--- config.mk ---
export PLATFORM = sky130hd
export DESIGN_NAME = fp_addsub_normalize
export DESIGN_NICKNAME = d
export VERILOG_FILES = /design/src/rtl/fp_addsub_normalize.sv
export SDC_FILE = /design/constraint.sdc
export NUM_CORES = 1
export LEC_CHECK = 0
export BUFFER_PORTS_ARGS = -buffer_cell sky130_fd_sc_hd__buf_2
export CELL_PAD_IN_SITES_DETAIL_PLACEMENT = 1
export CELL_PAD_IN_SITES_GLOBAL_PLACEMENT = 1
export CORE_ASPECT_RATIO = 1.2
export CORE_MARGIN = 5
export CORE_UTILIZATION = 48
export DETAILED_ROUTE_END_ITERATION = 6
export GPL_TIMING_DRIVEN = 0
export HOLD_SLACK_MARGIN = 0.03
export PLACE_DENSITY = 0.87
export REMOVE_ABC_BUFFERS = 1
export SYNTH_ARGS = -nofsm -noshare
export SYNTH_HDL_FRONTEND = slang
export SYNTH_SLANG_ARGS = --single-unit
--- constraint.sdc ---
create_clock -name i_clk -period 7.23 [get_ports i_clk]
set_input_delay 0.3615 -clock i_clk [delete_from_list [all_inputs] [get_ports i_clk]]
set_output_delay 0.3615 -clock i_clk [all_outputs]
set_load 0.01 [all_outputs]
--- src/rtl/fp_addsub_normalize.sv ---
// Normalization stage of the FP add/sub datapath: leading-one detect,
// shift/adjust, carry, zero, overflow and denormal handling, 2-deep pipeline.
//
// Ports:
//   i_clk, i_rst                : clock, async active-high reset
//   i_valid/o_ready             : upstream handshake
//   i_sign, i_exp, i_man        : raw sign, pre-norm exponent, mantissa sum (+carry)
//   o_valid/i_ready             : downstream handshake
//   o_sign, o_exp, o_man        : normalized result
//   o_zero, o_denorm, o_overflow: mutually exclusive result class flags
module fp_addsub_normalize #(
    parameter int MAN_W = 24,
    parameter int EXP_W = 8
) (
    input  logic             i_clk,
    input  logic             i_rst,
    input  logic             i_valid,
    output logic             o_ready,
    input  logic             i_sign,
    input  logic [EXP_W-1:0] i_exp,
    input  logic [MAN_W:0]   i_man,
    output logic             o_valid,
    input  logic             i_ready,
    output logic             o_sign,
    output logic [EXP_W-1:0] o_exp,
    output logic [MAN_W-1:0] o_man,
    output logic             o_zero,
    output logic             o_denorm,
    output logic             o_overflow
);
    localparam int LZW = $clog2(MAN_W + 1);
    localparam int XW  = EXP_W + 1;
    localparam logic [XW-1:0] EXP_MAX = XW'((1 << EXP_W) - 1);

    logic             r_s1_valid;
    logic             r_s1_sign;
    logic [EXP_W-1:0] r_s1_exp;
    logic [MAN_W:0]   r_s1_man;
    logic [LZW-1:0]   r_s1_lzc;
    logic             r_s2_valid;

    logic             w_accept;
    logic             w_s2_en;
    logic [LZW-1:0]   w_lzc;

    logic [XW-1:0]    w_exp_x;
    logic [XW-1:0]    w_exp_inc;
    logic [XW-1:0]    w_lzc_x;
    logic [XW-1:0]    w_exp_sub;
    logic [XW-1:0]    w_shamt;
    logic             w_sign;
    logic [EXP_W-1:0] w_exp;
    logic [MAN_W-1:0] w_man;
    logic             w_zero;
    logic             w_denorm;
    logic             w_ovf;

    assign w_s2_en  = ~r_s2_valid | i_ready;
    assign o_ready  = ~r_s1_valid | ~r_s2_valid | i_ready;
    assign w_accept = i_valid & o_ready;
    assign o_valid  = r_s2_valid;

    // Leading-one position over the mantissa field (carry bit excluded).
    // Scanning upward, the last set bit seen is the most significant one.
    always_comb begin
        w_lzc = LZW'(MAN_W);
        for (int i = 0; i < MAN_W; i++) begin
            if (i_man[i]) w_lzc = LZW'(MAN_W - 1 - i);
        end
    end

    // Shift/adjust from S1. Widened exponent keeps exp+1 and exp-lzc exact.
    always_comb begin
        w_exp_x   = {1'b0, r_s1_exp};
        w_exp_inc = w_exp_x + XW'(1);
        w_lzc_x   = XW'(r_s1_lzc);
        w_exp_sub = w_exp_x - w_lzc_x;
        w_shamt   = '0;
        w_sign    = r_s1_sign;
        w_exp     = '0;
        w_man     = '0;
        w_zero    = 1'b0;
        w_denorm  = 1'b0;
        w_ovf     = 1'b0;
        if (r_s1_man[MAN_W]) begin
            if (w_exp_inc >= EXP_MAX) begin
                w_ovf = 1'b1;
                w_exp = '1;
            end else begin
                w_exp = w_exp_inc[EXP_W-1:0];
                w_man = r_s1_man[MAN_W:1];
            end
        end else if (r_s1_man == '0) begin
            w_zero = 1'b1;
            w_sign = 1'b0;
        end else if (w_exp_x > w_lzc_x) begin
            w_exp = w_exp_sub[EXP_W-1:0];
            w_man = r_s1_man[MAN_W-1:0] << r_s1_lzc;
        end else begin
            // Shift only as far as exponent 1 allows; result stays denormal.
            if (w_exp_x != '0) w_shamt = w_exp_x - XW'(1);
            w_man    = r_s1_man[MAN_W-1:0] << w_shamt;
            w_denorm = 1'b1;
        end
    end

    always_ff @(posedge i_clk or posedge i_rst) begin
        if (i_rst) begin
            r_s1_valid <= 1'b0;
            r_s1_sign  <= 1'b0;
            r_s1_exp   <= '0;
            r_s1_man   <= '0;
            r_s1_lzc   <= '0;
        end else begin
            if (w_accept) begin
                r_s1_valid <= 1'b1;
                r_s1_sign  <= i_sign;
                r_s1_exp   <= i_exp;
                r_s1_man   <= i_man;
                r_s1_lzc   <= w_lzc;
            end else if (w_s2_en) begin
                r_s1_valid <= 1'b0;
            end
        end
    end

    always_ff @(posedge i_clk or posedge i_rst) begin
        if (i_rst) begin
            r_s2_valid <= 1'b0;
            o_sign     <= 1'b0;
            o_exp      <= '0;
            o_man      <= '0;
            o_zero     <= 1'b0;
            o_denorm   <= 1'b0;
            o_overflow <= 1'b0;
        end else if (w_s2_en) begin
            r_s2_valid <= r_s1_valid;
            if (r_s1_valid) begin
                o_sign     <= w_sign;
                o_exp      <= w_exp;
                o_man      <= w_man;
                o_zero     <= w_zero;
                o_denorm   <= w_denorm;
                o_overflow <= w_ovf;
            end
        end
    end

endmodule
Word level (Yosys, flattened, before mapping) --
Cells that the tools add are included.
Word-level totals: register bits after elaboration 77, input bits 38, output and inout bits 38, word-level logic and storage cells 76
Operators by class: $add $sub $neg 3, $lt $le $gt $ge 2, shift operators 2, mux-type cells 47, bitwise operators 6, reductions and logical operators 4
Operators by type and width (number):
- 2-to-1 mux 5 bit | 23
- 2-to-1 mux 24 bit | 4
- 2-to-1 mux 9 bit | 4
- 2-to-1 mux 8 bit | 4
- logical NOT 25 bit | 1
- << shifter 24 x 5 -> 24 bit | 1
- << shifter 24 x 9 -> 24 bit | 1
- 2-to-1 mux 1 bit | 11
- adder 8 x 1 -> 9 bit, second input constant | 1
- greater-or-equal comparator 9 x 8 -> 1 bit, second input constant | 1
- subtractor 8 x 1 -> 9 bit, second input constant | 1
- > comparator 8 x 5 -> 1 bit | 1
- nonzero test 8 bit | 1
- subtractor 8 x 5 -> 8 bit | 1
- 2-to-1 mux 4 bit | 1
- OR 1 bit | 3
- NOT 1 bit | 2
- AND reduction 2 bit | 1
- nonzero test 2 bit | 1
- AND 1 bit | 1

Longest topological paths before layout --
Gate-level depths: netlist of the first run.
depth in word-level cells 24, depth in mapped cells 16

Least setup slack after synthesis of the first run --
No wires, ideal clock.
path type reg2reg, start point register r_s1_exp[0], end point register o_man[21], arrival 3.148 ns, setup slack 3.959 ns, stages on the path, launching flop included 16, path buffers 3, cells stage by stage dfrtp_1 -> clkbuf_1 -> inv_1 -> ha_1 -> inv_1 -> fa_1 -> a211oi_2 -> o21a_1 -> buf_4 -> buf_4 -> a211oi_1 -> a311o_1 -> o22ai_1 -> nor2_1 -> a311o_1 -> o221a_1
Between the ends: word-level cells in the longest chain between the ends 9
Ends and longest elaborated chain:
- start: declaration | RTL line 37 | logic [EXP_W-1:0] r_s1_exp;
- start signal: assignment | RTL line 118 | r_s1_exp <= i_exp;
- subtractor 8 x 1 -> 9 bit / nonzero test 8 bit (equally long branches) | RTL line 101 | if (w_exp_x != '0) w_shamt = w_exp_x - XW'(1);
- 2-to-1 mux 9 bit | RTL line 101
- 2-to-1 mux 9 bit | RTL line 96 | end else if (w_exp_x > w_lzc_x) begin
- 2-to-1 mux 9 bit | RTL line 93 | end else if (r_s1_man == '0) begin
- 2-to-1 mux 9 bit | RTL line 85 | if (r_s1_man[MAN_W]) begin
- << shifter 24 x 9 -> 24 bit | RTL line 102 | w_man = r_s1_man[MAN_W-1:0] << w_shamt;
- 2-to-1 mux 24 bit | RTL line 96
- 2-to-1 mux 24 bit | RTL line 93
- 2-to-1 mux 24 bit (*) | RTL line 85
- end signal: assignment | RTL line 141 | o_man <= w_man;
- end: declaration | RTL line 26 | output logic [MAN_W-1:0] o_man,
Every way passes the cells marked *; elsewhere a longest branch is shown, timed or not. The select of a mux whose other input is x is not followed. A chain may end at the register's enable or synchronous reset.

Worst setup path after layout of the first run --
start point register r_s1_lzc[0], end point register o_man[20]
Between the ends: word-level cells in the longest chain between the ends 4
Ends and longest elaborated chain:
- start: declaration | RTL line 39 | logic [LZW-1:0] r_s1_lzc;
- start signal: assignment | RTL line 120 | r_s1_lzc <= w_lzc;
- > comparator 8 x 5 -> 1 bit / << shifter 24 x 5 -> 24 bit (equally long branches) | RTL line 96, 98
- 2-to-1 mux 24 bit (*) | RTL line 96
- 2-to-1 mux 24 bit (*) | RTL line 93
- 2-to-1 mux 24 bit (*) | RTL line 85
Every way passes the cells marked *; elsewhere a longest branch is shown, timed or not.

==> results of run 1 <==
==> logic make-up (layout without fill, tap and decap cells) <==
family,count (synthesis),after routing,synth area share
mux,50,50,0.0922
xor+xnor,9,9,0.0131
buf+inv,67,113,0.0517
compound gates,230,230,0.291
simple gates,257,257,0.208
flops,77,77,0.321
fa+ha+maj,10,10,0.0221
==> Yosys cell counts (all sizes together), types with 4 or more instances <==
master and count:
a21boi 4, dfrtp 77, nand3 16, mux2i 17, o22ai 22, and3 9, buf 27, o211ai 11
a21o 5, inv 17, a31oi 4, ha 9, mux2 32, a221oi 9, nor3 20, nor2b 9
a21oi 34, o211a 16, a211oi 24, a22oi 5, a311o 17, nor4 12, o21ai 34, xnor2 6
nand2 77, clkbuf 23, nor2 73, o31ai 9, nand2b 21
==> registers in the layout, summed over array words and instances, names as in the netlist <==
signal      flops
r_s1_lzc        5
r_s1_exp        8
o_zero          1
r_s1_valid      1
o_man          24
o_denorm        1
r_s1_man       25
r_s1_sign       1
o_valid         1
o_exp           8
o_overflow      1
o_sign          1
==> routing by layer <==
layer	global-route usage	vias to the layer above	part of all wire
li1	-	2718	-
met3	0.0630	58	0.064
met5	0	-	0
met1	0.358	2979	0.40
met4	0.116	0	0.039
met2	0.492	213	0.49
==> worst max-delay path by stage <==
stage | slack [ns] | to
2_1_floorplan | 2.81 | o_man[22]$_DFFE_PP0P_
3_3_place_gp | 1.25 | o_man[20]$_DFFE_PP0P_
3_5_place_dp | 1.76 | o_man[20]$_DFFE_PP0P_
4_1_cts | 1.69 | o_man[20]$_DFFE_PP0P_
5_1_grt | 1.17 | o_man[20]$_DFFE_PP0P_
6_report | 1.50 | o_man[20]$_DFFE_PP0P_
==> where the power goes <==
group	internal (µW)	switching [µW]	leakage [µW]
Combinational	290	444	0.00197
Sequential	519	125	0.000914
Clock	301	194	0.000151
==> worst max-delay path, delay by kind of cell (launching register included) <==
family,cells,cell delay [ns]
adders and majority gates,2,0.76
DFF,1,1.08
buffers and inverters,1,0.06
AOI/OAI and AO/OA,5,3.11
and+or+nand+nor,2,0.64
==> timing repair <==
item / in CTS / in global routing
hold buffers: 1 / 0
buffers inserted: 0 / 0
hold endpoints to repair: 2 / 0
resized for setup: 0 / 0
endpoints found under the setup margin: 0 / 0
==> area by class of cell <==
class	count	area, µm²
Multi-Input combinational cell	556	3780
Inverter	17	66.3
Clock buffer	9	225
Timing Repair Buffer	80	475
Tap cell	161	201
Clock inverter	7	90.1
Fill cell	1470	5400
Sequential cell	77	1930
==> through the flow <==
stage	power [µW]	instances	instance area, µm²
global route	1970	907	6760
floorplan	1080	650	5750
global placement	1330	886	6330
detailed placement	1370	890	6440
finish	1870	907	6760
CTS	1870	907	6760
==> cells in the final DEF, fill, tap and decap left out, types with 17 or more instances in the layout <==
master and count:
dfrtp_1 77, nand2_1 75, buf_2 75, nor2_1 71, mux2_2 32, a21oi_1 31, o21ai_0 28, a211oi_1 22
nand2b_1 21, o22ai_1 21, nor3_1 17, a311o_1 17, mux2i_1 17
==> flow_metrics.env, run 1 <==
export IMPL_seq_area_frac_synth=0.321
export IMPL_worst_setup_path_start_kind="register"
export IMPL_clockBufferDepth=2
export IMPL_synthTopCellsByArea="dfrtp_1 32%, mux2_2 6.0%, nand2_1 4.8%"
export IMPL_reg2regPathDepth=10
export IMPL_rows=44
export IMPL_grt_pass1_vias=6331
export IMPL_drc=0
export IMPL_fin_util=0.556
export IMPL_antenna_left=0
export IMPL_ys_flop_type="dfrtp_1"
export IMPL_hold_path_class="input pin to register"
export IMPL_avgSynthCellArea_um2=8.57
export IMPL_critPathRequiredTime_ns=7.50
export IMPL_totalWireLength_um=21600
export IMPL_path_clk_slew_ns=0.06
export IMPL_vdd_ir_drop_worst_v=0.000139
export IMPL_slew_viol_final=0
export IMPL_finalHoldViolCount=0
export IMPL_cts_htree_levels=3
export IMPL_ys_types=80
export IMPL_die_h_um=132
export IMPL_yosysTopAreaCellShare=0.321
export IMPL_r2r_slack_ns=1.50
export IMPL_slowest_delay_ns=1.08
export IMPL_hold_path_depth=2
export IMPL_cts_buffers=9
export IMPL_critPathArrivalTime_ns=6.01
export IMPL_yosys_warnings=0
export IMPL_p_leak_uw=0.00303
export IMPL_path_max_fanout=39
export IMPL_whs_ns=0.232
export IMPL_ys_ff_latch=77
export IMPL_hpwlAfterDp_um=16000
export IMPL_first_iter_violations=485
export IMPL_cp_startpoint="r_s1_lzc[0]$_DFFE_PP0P_"
export IMPL_drive_above_1_share=0.206
export IMPL_cts_root_buf="clkbuf_16"
export IMPL_critical_path_class="register to register"
export IMPL_worst_slew_pin_transition_ns=1.36
export IMPL_nets=789
export IMPL_portBuffers=75
export IMPL_cts_sinks=77
export IMPL_dieArea_um2=14800
export IMPL_period_share=0.793
export IMPL_grt_overflow=0
export IMPL_slew_headroom=0.0924
export IMPL_vias=5968
export IMPL_rr_endpoint="o_man[20]$_DFFE_PP0P_"
export IMPL_post_place_ws_ns=1.76
export IMPL_grt_antenna_before_repair=0
export IMPL_antennaDiodeCount=0
export IMPL_viasPerCell=6.58
export IMPL_synth_cells=700
export IMPL_fin_skew_ns=0.0101
export IMPL_fin_ws_ns=1.50
export IMPL_synth_area_um2=6000
export IMPL_timing_setup_tns_ns=0
export IMPL_detail_route_wl_per_cell_um=23.8
export IMPL_grt_max_degree=76
export IMPL_fmax_ghz=0.174
export IMPL_status="complete, no violations"
export IMPL_r2r_start="r_s1_lzc[0]$_DFFE_PP0P_"
export IMPL_synth_area_leader_cell="dfrtp_1"
export IMPL_slowest_stage="dfrtp_1"
export IMPL_period_needed_ns=5.73
export IMPL_synth_enable_flop_cells=0
export IMPL_dr_pass1_iters=5
export IMPL_p_per_area_nw_per_um2=277
export IMPL_cts_tree="yes"
export IMPL_initial_core_util=0.493
export IMPL_cp_cell_sequence="ha_1 -> inv_1 -> fa_1 -> a211oi_2 -> o21a_1 -> nor3_1 -> a21oi_1 -> nand3_1 -> a2111oi_0 -> o31a_1"
export IMPL_ios=76
export IMPL_place_gp_congestion=0.951
export IMPL_dieWidth_um=112
export IMPL_grt_pass1_wl_um=34500
export IMPL_cap_violations=0
export IMPL_rsz0062_at_grt="false"
export IMPL_min_from="i_valid"
export IMPL_track_usage=0.290
export IMPL_final_setup_viol_count=0
export IMPL_clock_latency_ns=0.34
export IMPL_endpoint_kind="register"
export IMPL_synthArstFlopShare=1.00
export IMPL_hold_end="r_s1_valid$_DFFE_PP0P_"
export IMPL_core_um2=12200
export IMPL_synthToLayoutAreaGrowth_pct=12.8
(Power assumes the default switching activity.)
==> inputs of run 2 (changes only) <==
- CORE_UTILIZATION: 48 -> 45
- PLACE_DENSITY: 0.87 -> 0.83
- clock period: 7.23 -> 5.5 ns (I/O delays scaled with it)
==> run 2 against run 1 <==
Net effect:
- non-clock buffer count decreased by 1
- final area decreased by 0.92%
- critical path depth stayed put
- first-iteration DRC count rose by 9.5%
- utilization shrank 4.5 points
- via count rose by 0.17%
- routed wire length is essentially flat
- power rose by 25%
- clock skew decreased by 0.0058 ns
- final cell count up 0.55%
==> flow_metrics.env, run 2 (same netlist as run 1, synthesis figures left out) <==
export IMPL_status="complete, no violations"
export IMPL_p_leak_uw=0.00300
export IMPL_placed_cell_area_um2=6420
export IMPL_die_h_um=136
export IMPL_fmax_ghz=0.204
export IMPL_critical_path_class="register to register"
export IMPL_dieArea_um2=15700
export IMPL_clock_latency_ns=0.35
export IMPL_dr_pass1_iters=5
export IMPL_core_um2=13100
export IMPL_met1_usage=0.370
export IMPL_cts_tree="yes"
export IMPL_fin_skew_ns=0.00434
export IMPL_path_max_fanout=48
export IMPL_rr_endpoint="o_man[20]$_DFFE_PP0P_"
export IMPL_crit_family="compound AO/OA/AOI/OAI gates"
export IMPL_grt_most_used_layer="met2"
export IMPL_final_cell_mix="76 x dfrtp_1, 75 x nand2_1, 75 x buf_2"
export IMPL_vdd_ir_drop_worst_v=0.000159
export IMPL_period_needed_ns=4.90
export IMPL_totalWireLength_um=21600
export IMPL_grt_overflow=0
export IMPL_grt_antenna_before_repair=0
export IMPL_fillers=1634
export IMPL_hold_path_depth=2
export IMPL_critPathArrivalTime_ns=5.18
export IMPL_antenna_left=0
export IMPL_initial_core_util=0.457
export IMPL_reg2regPathDepth=10
export IMPL_largest_reg_flops=25
export IMPL_final_common_cell="dfrtp_1"
export IMPL_synthToLayoutAreaGrowth_pct=11.7
export IMPL_worst_slew_pin_transition_ns=1.23
export IMPL_grt_pass1_vias=6229
export IMPL_use_met3=0.0481
export IMPL_cp_startpoint="r_s1_lzc[0]$_DFFE_PP0P_"
export IMPL_finalHoldViolCount=0
export IMPL_slew_headroom=0.182
export IMPL_grt_max_degree=49
export IMPL_cp_cell_sequence="ha_1 -> inv_1 -> fa_1 -> a211oi_2 -> o21a_2 -> nor3_1 -> a21oi_2 -> nand3_1 -> a2111oi_0 -> o31a_1"
export IMPL_endpoint_kind="register"
export IMPL_crit_buf_inv=1
export IMPL_hpwlAfterDp_um=16400
export IMPL_regMostFlops="r_s1_man"
export IMPL_drive_above_1_share=0.204
export IMPL_min_from="i_exp[4]"
export IMPL_track_usage=0.287
export IMPL_worst_setup_path_start_kind="register"
export IMPL_combPwrFrac=0.407
export IMPL_finish_instance_area_um2=6700
export IMPL_critPathRequiredTime_ns=5.79
export IMPL_r2r_start="r_s1_lzc[0]$_DFFE_PP0P_"
export IMPL_clockBufferDepth=2
export IMPL_register_area_um2=1930
export IMPL_cap_violations=0
export IMPL_p_switching_uw=972
export IMPL_multi_input_area_um2=3780
export IMPL_cts_sinks=77
export IMPL_slowest_delay_ns=0.83
export IMPL_vias=5978
export IMPL_portBuffers=75
export IMPL_cts_root_buf="clkbuf_16"
export IMPL_rows=46
export IMPL_detail_route_wl_per_cell_um=23.6
export IMPL_place_gp_congestion=0.945
export IMPL_fin_ws_ns=0.605
export IMPL_sw_frac_of_total=0.414
export IMPL_viasPerCell=6.55
export IMPL_first_iter_violations=531
export IMPL_grt_pass1_wl_um=35100
export IMPL_gr_usage_met2=0.470
export IMPL_period_share=0.890
export IMPL_dieWidth_um=115
export IMPL_clkPwrFrac=0.231
export IMPL_antennaDiodeCount=0
export IMPL_slew_viol_final=0
export IMPL_cts_htree_levels=3
export IMPL_intPower_uw=1380
export IMPL_hold_end="r_s1_exp[4]$_DFFE_PP0P_"
export IMPL_drc=0
export IMPL_cts_buffers=9
export IMPL_pwr_share_seq=0.361
export IMPL_final_setup_viol_count=0
export IMPL_p_per_area_nw_per_um2=350
export IMPL_rsz0062_at_grt="false"
export IMPL_hold_path_class="input pin to register"
export IMPL_r2r_slack_ns=0.60
export IMPL_slowest_stage="o21a_2"
export IMPL_post_place_ws_ns=-0.0182
export IMPL_nets=788
export IMPL_reg_largest_list="r_s1_man x25, o_man x24"
export IMPL_ios=76
export IMPL_path_clk_slew_ns=0.06
==> run 2: cell count changes in the layout (fill, tap and decap cells not counted), sizes merged <==
cell | previous run | this run
clkbuf | 9 | 13
bufinv | 2 | 0
clkinvlp | 2 | 0
buf | 79 | 78
clkinv | 3 | 2
==> run 2: worst max-delay path by stage <==
stage               cells after the start                    end
floorplan                              11  o_man[22]$_DFFE_PP0P_
global placement                       10  o_man[20]$_DFFE_PP0P_
detailed placement                     10  o_man[20]$_DFFE_PP0P_
CTS                                    11  o_man[21]$_DFFE_PP0P_
global route                           11  o_man[21]$_DFFE_PP0P_
finish                                 10  o_man[20]$_DFFE_PP0P_
==> run 2: timing repair <==
item                       in CTS  in global routing
hold buffers                    1                  0
gates resized for setup         1                  1
setup endpoints to repair       1                  4
setup buffers                   0                  0
hold endpoints to repair       36                  0
==> run 2: per-stage QoR <==
| stage | util | total power (µW) | TNS (ns) | hold slack (ns) | instances |
|---|---|---|---|---|---|
| after floorplan | - | 1410 | 0 | 0.383 | 650 |
| after global placement | 0.483 | 1750 | -1.67 | 0.452 | 893 |
| after detailed placement | 0.490 | 1800 | -0.0182 | 0.340 | 896 |
| after CTS | 0.510 | 2350 | 0 | 0.153 | 912 |
| after global routing | 0.511 | 2490 | 0 | 0.155 | 912 |
| final | 0.511 | 2350 | 0 | 0.153 | 912 |
==> run 2: power groups by stage <==
stage	logic (µW)	clock network, µW	registers [µW]
2_1_floorplan	578	0	836
3_3_place_gp	907	0	844
6_report	956	543	848
4_1_cts	950	554	844
5_1_grt	1050	583	864
3_5_place_dp	943	0	854
==> run 2: area by class of cell <==
type | count | area share
flip-flops and latches | 77 | 0.288
multi-input cells | 556 | 0.565
clock buffers | 13 | 0.0373
clock inverters | 2 | 0.00149
well taps | 168 | 0.0314
inverters | 17 | 0.00990
repair buffers | 79 | 0.0676
==> run 2: routing by layer <==
| metal | up-vias | wire (µm) |
|---|---|---|
| met3 | 55 | 1330 |
| met1 | 2993 | 8930 |
| li1 | 2722 | - |
| met2 | 208 | 10600 |
| met4 | 0 | 740 |
| met5 | - | 0 |
==> inputs of run 3 (changes only) <==
- PLACE_DENSITY: 0.83 -> not set
- PLACE_DENSITY_LB_ADDON: not set -> 0.1
==> run 3 against run 2 <==
Net effect:
- clock skew grew 0.0022 ns
- combinational power shrank 2%
- non-clock buffer count is the same
- routed wire length shrank 0.90%
- die area is the same
- highest routed layer unchanged
==> flow_metrics.env, run 3 (same netlist as run 1, synthesis figures left out) <==
export IMPL_core_um2=13100
export IMPL_cts_buffers=9
export IMPL_largest_reg_flops=25
export IMPL_detail_route_wl_per_cell_um=23.4
export IMPL_path_max_fanout=48
export IMPL_multi_input_area_um2=3780
export IMPL_totalWireLength_um=21400
export IMPL_track_usage=0.274
export IMPL_p_per_area_nw_per_um2=370
export IMPL_final_cell_mix="77 x dfrtp_1, 75 x nand2_1, 75 x buf_2"
export IMPL_clockBufferDepth=2
export IMPL_antennaDiodeCount=0
export IMPL_endpoint_kind="register"
export IMPL_nets=788
export IMPL_fin_skew_ns=0.00653
export IMPL_p_leak_uw=0.00304
export IMPL_cts_htree_levels=3
export IMPL_drc=0
export IMPL_worst_setup_path_start_kind="register"
export IMPL_final_cells=912
export IMPL_slew_headroom=0.132
export IMPL_whs_ns=0.150
export IMPL_cap_violations=0
export IMPL_status="complete, no violations"
export IMPL_fmax_ghz=0.193
export IMPL_drive_above_1_share=0.207
export IMPL_register_area_um2=1930
export IMPL_r2r_slack_ns=0.31
export IMPL_initial_core_util=0.457
export IMPL_post_cts_setup_buffers=0
export IMPL_rows=46
export IMPL_final_setup_viol_count=0
export IMPL_reg_largest_list="r_s1_man x25, o_man x24"
export IMPL_worst_slew_pin_transition_ns=1.30
export IMPL_synthToLayoutAreaGrowth_pct=13.0
export IMPL_critPathArrivalTime_ns=5.47
export IMPL_grt_overflow=0
export IMPL_vdd_ir_drop_worst_v=0.000214
export IMPL_grt_antenna_before_repair=0
export IMPL_antenna_left=0
export IMPL_hpwlAfterDp_um=15900
export IMPL_period_share=0.943
export IMPL_dieWidth_um=115
export IMPL_finalHoldViolCount=0
export IMPL_grt_pass1_wl_um=33300
export IMPL_dr_pass1_iters=5
export IMPL_slew_viol_final=0
export IMPL_timing_setup_tns_ns=0
export IMPL_path_clk_slew_ns=0.06
export IMPL_hold_path_class="input pin to register"
export IMPL_vias=5946
export IMPL_portBuffers=75
export IMPL_grt_max_degree=49
export IMPL_critPathRequiredTime_ns=5.78
export IMPL_dieArea_um2=15700
export IMPL_viasPerCell=6.52
export IMPL_period_needed_ns=5.19
export IMPL_cts_root_buf="clkbuf_16"
export IMPL_grt_pass1_vias=6131
export IMPL_cts_sinks=77
export IMPL_cts_tree="yes"
export IMPL_place_gp_congestion=0.909
export IMPL_fillers=1554
export IMPL_first_iter_violations=385
export IMPL_ios=76
export IMPL_critical_path_class="register to register"
export IMPL_final_common_cell="dfrtp_1"
export IMPL_rsz0062_at_grt="false"
export IMPL_die_h_um=136
export IMPL_regMostFlops="r_s1_man"
export IMPL_clock_latency_ns=0.35
export IMPL_place_inst=896
## run 3: layout make-up
| class | count | share of cell area |
|---|---|---|
| Clock inverter | 4 | 0.0140 |
| Multi-Input combinational cell | 556 | 0.558 |
| Clock buffer | 11 | 0.0373 |
| Inverter | 17 | 0.00979 |
| Timing Repair Buffer | 79 | 0.0650 |
| Sequential cell | 77 | 0.284 |
| Tap cell | 168 | 0.0310 |
## run 3: where the power goes
part           switching [µW]  internal (µW)  total (µW)
logic                     559            378         937
clock network             251            465         716
registers                 173            682         854
total                     982           1530        2510
## run 3: critical path, cell delays in order (launching register included)
cell and delay [ns]:
dfrtp_1 1.12, ha_1 0.33, inv_1 0.06, fa_1 0.43, a211oi_2 0.31, o21a_2 0.81, o21ai_1 0.29, nand2_1 0.55
mux2_2 0.40, a2111oi_0 0.60, o31a_1 0.21
## run 3: worst paths after layout
| kind | startpoint | end | depth (start not counted) |
|---|---|---|---|
| min | i_valid | r_s1_valid$_DFFE_PP0P_ | 2 |
| min reg2reg | o_exp[4]$_DFFE_PP0P_ | o_exp[4]$_DFFE_PP0P_ | 2 |
| max in group asynchronous | i_rst | o_man[8]$_DFFE_PP0P_ | 4 |
| max | r_s1_lzc[0]$_DFFE_PP0P_ | o_man[20]$_DFFE_PP0P_ | 10 |
| max reg2reg | r_s1_lzc[0]$_DFFE_PP0P_ | o_man[20]$_DFFE_PP0P_ | 10 |
| min in group asynchronous | i_rst | r_s1_exp[4]$_DFFE_PP0P_ | 3 |
## run 3: routing by layer
| metal | up-vias | GRT usage | wire [µm] |
|---|---|---|---|
| met5 | - | 0 | 0 |
| met1 | 2984 | 0.322 | 8630 |
| li1 | 2715 | - | - |
| met4 | 0 | 0.138 | 1080 |
| met3 | 64 | 0.0450 | 849 |
| met2 | 183 | 0.476 | 10800 |
## run 3: timing repair
action | 4_1_cts | 5_1_grt
hold endpoints to repair | 36 | 0
hold buffers | 1 | 0
setup endpoints to repair | 0 | 6
resized for setup | 0 | 1
## run 3: stage by stage
stage               utilization  total power, µW  area (µm²)  setup WS (ns)
global placement          0.483             1750        6340         -0.340
detailed placement        0.489             1790        6410         0.0132
global route              0.516             2630        6780         0.0226
CTS                       0.516             2510        6770         0.0148
finish                    0.516             2510        6780          0.312
floorplan                     -             1410        5750           1.08
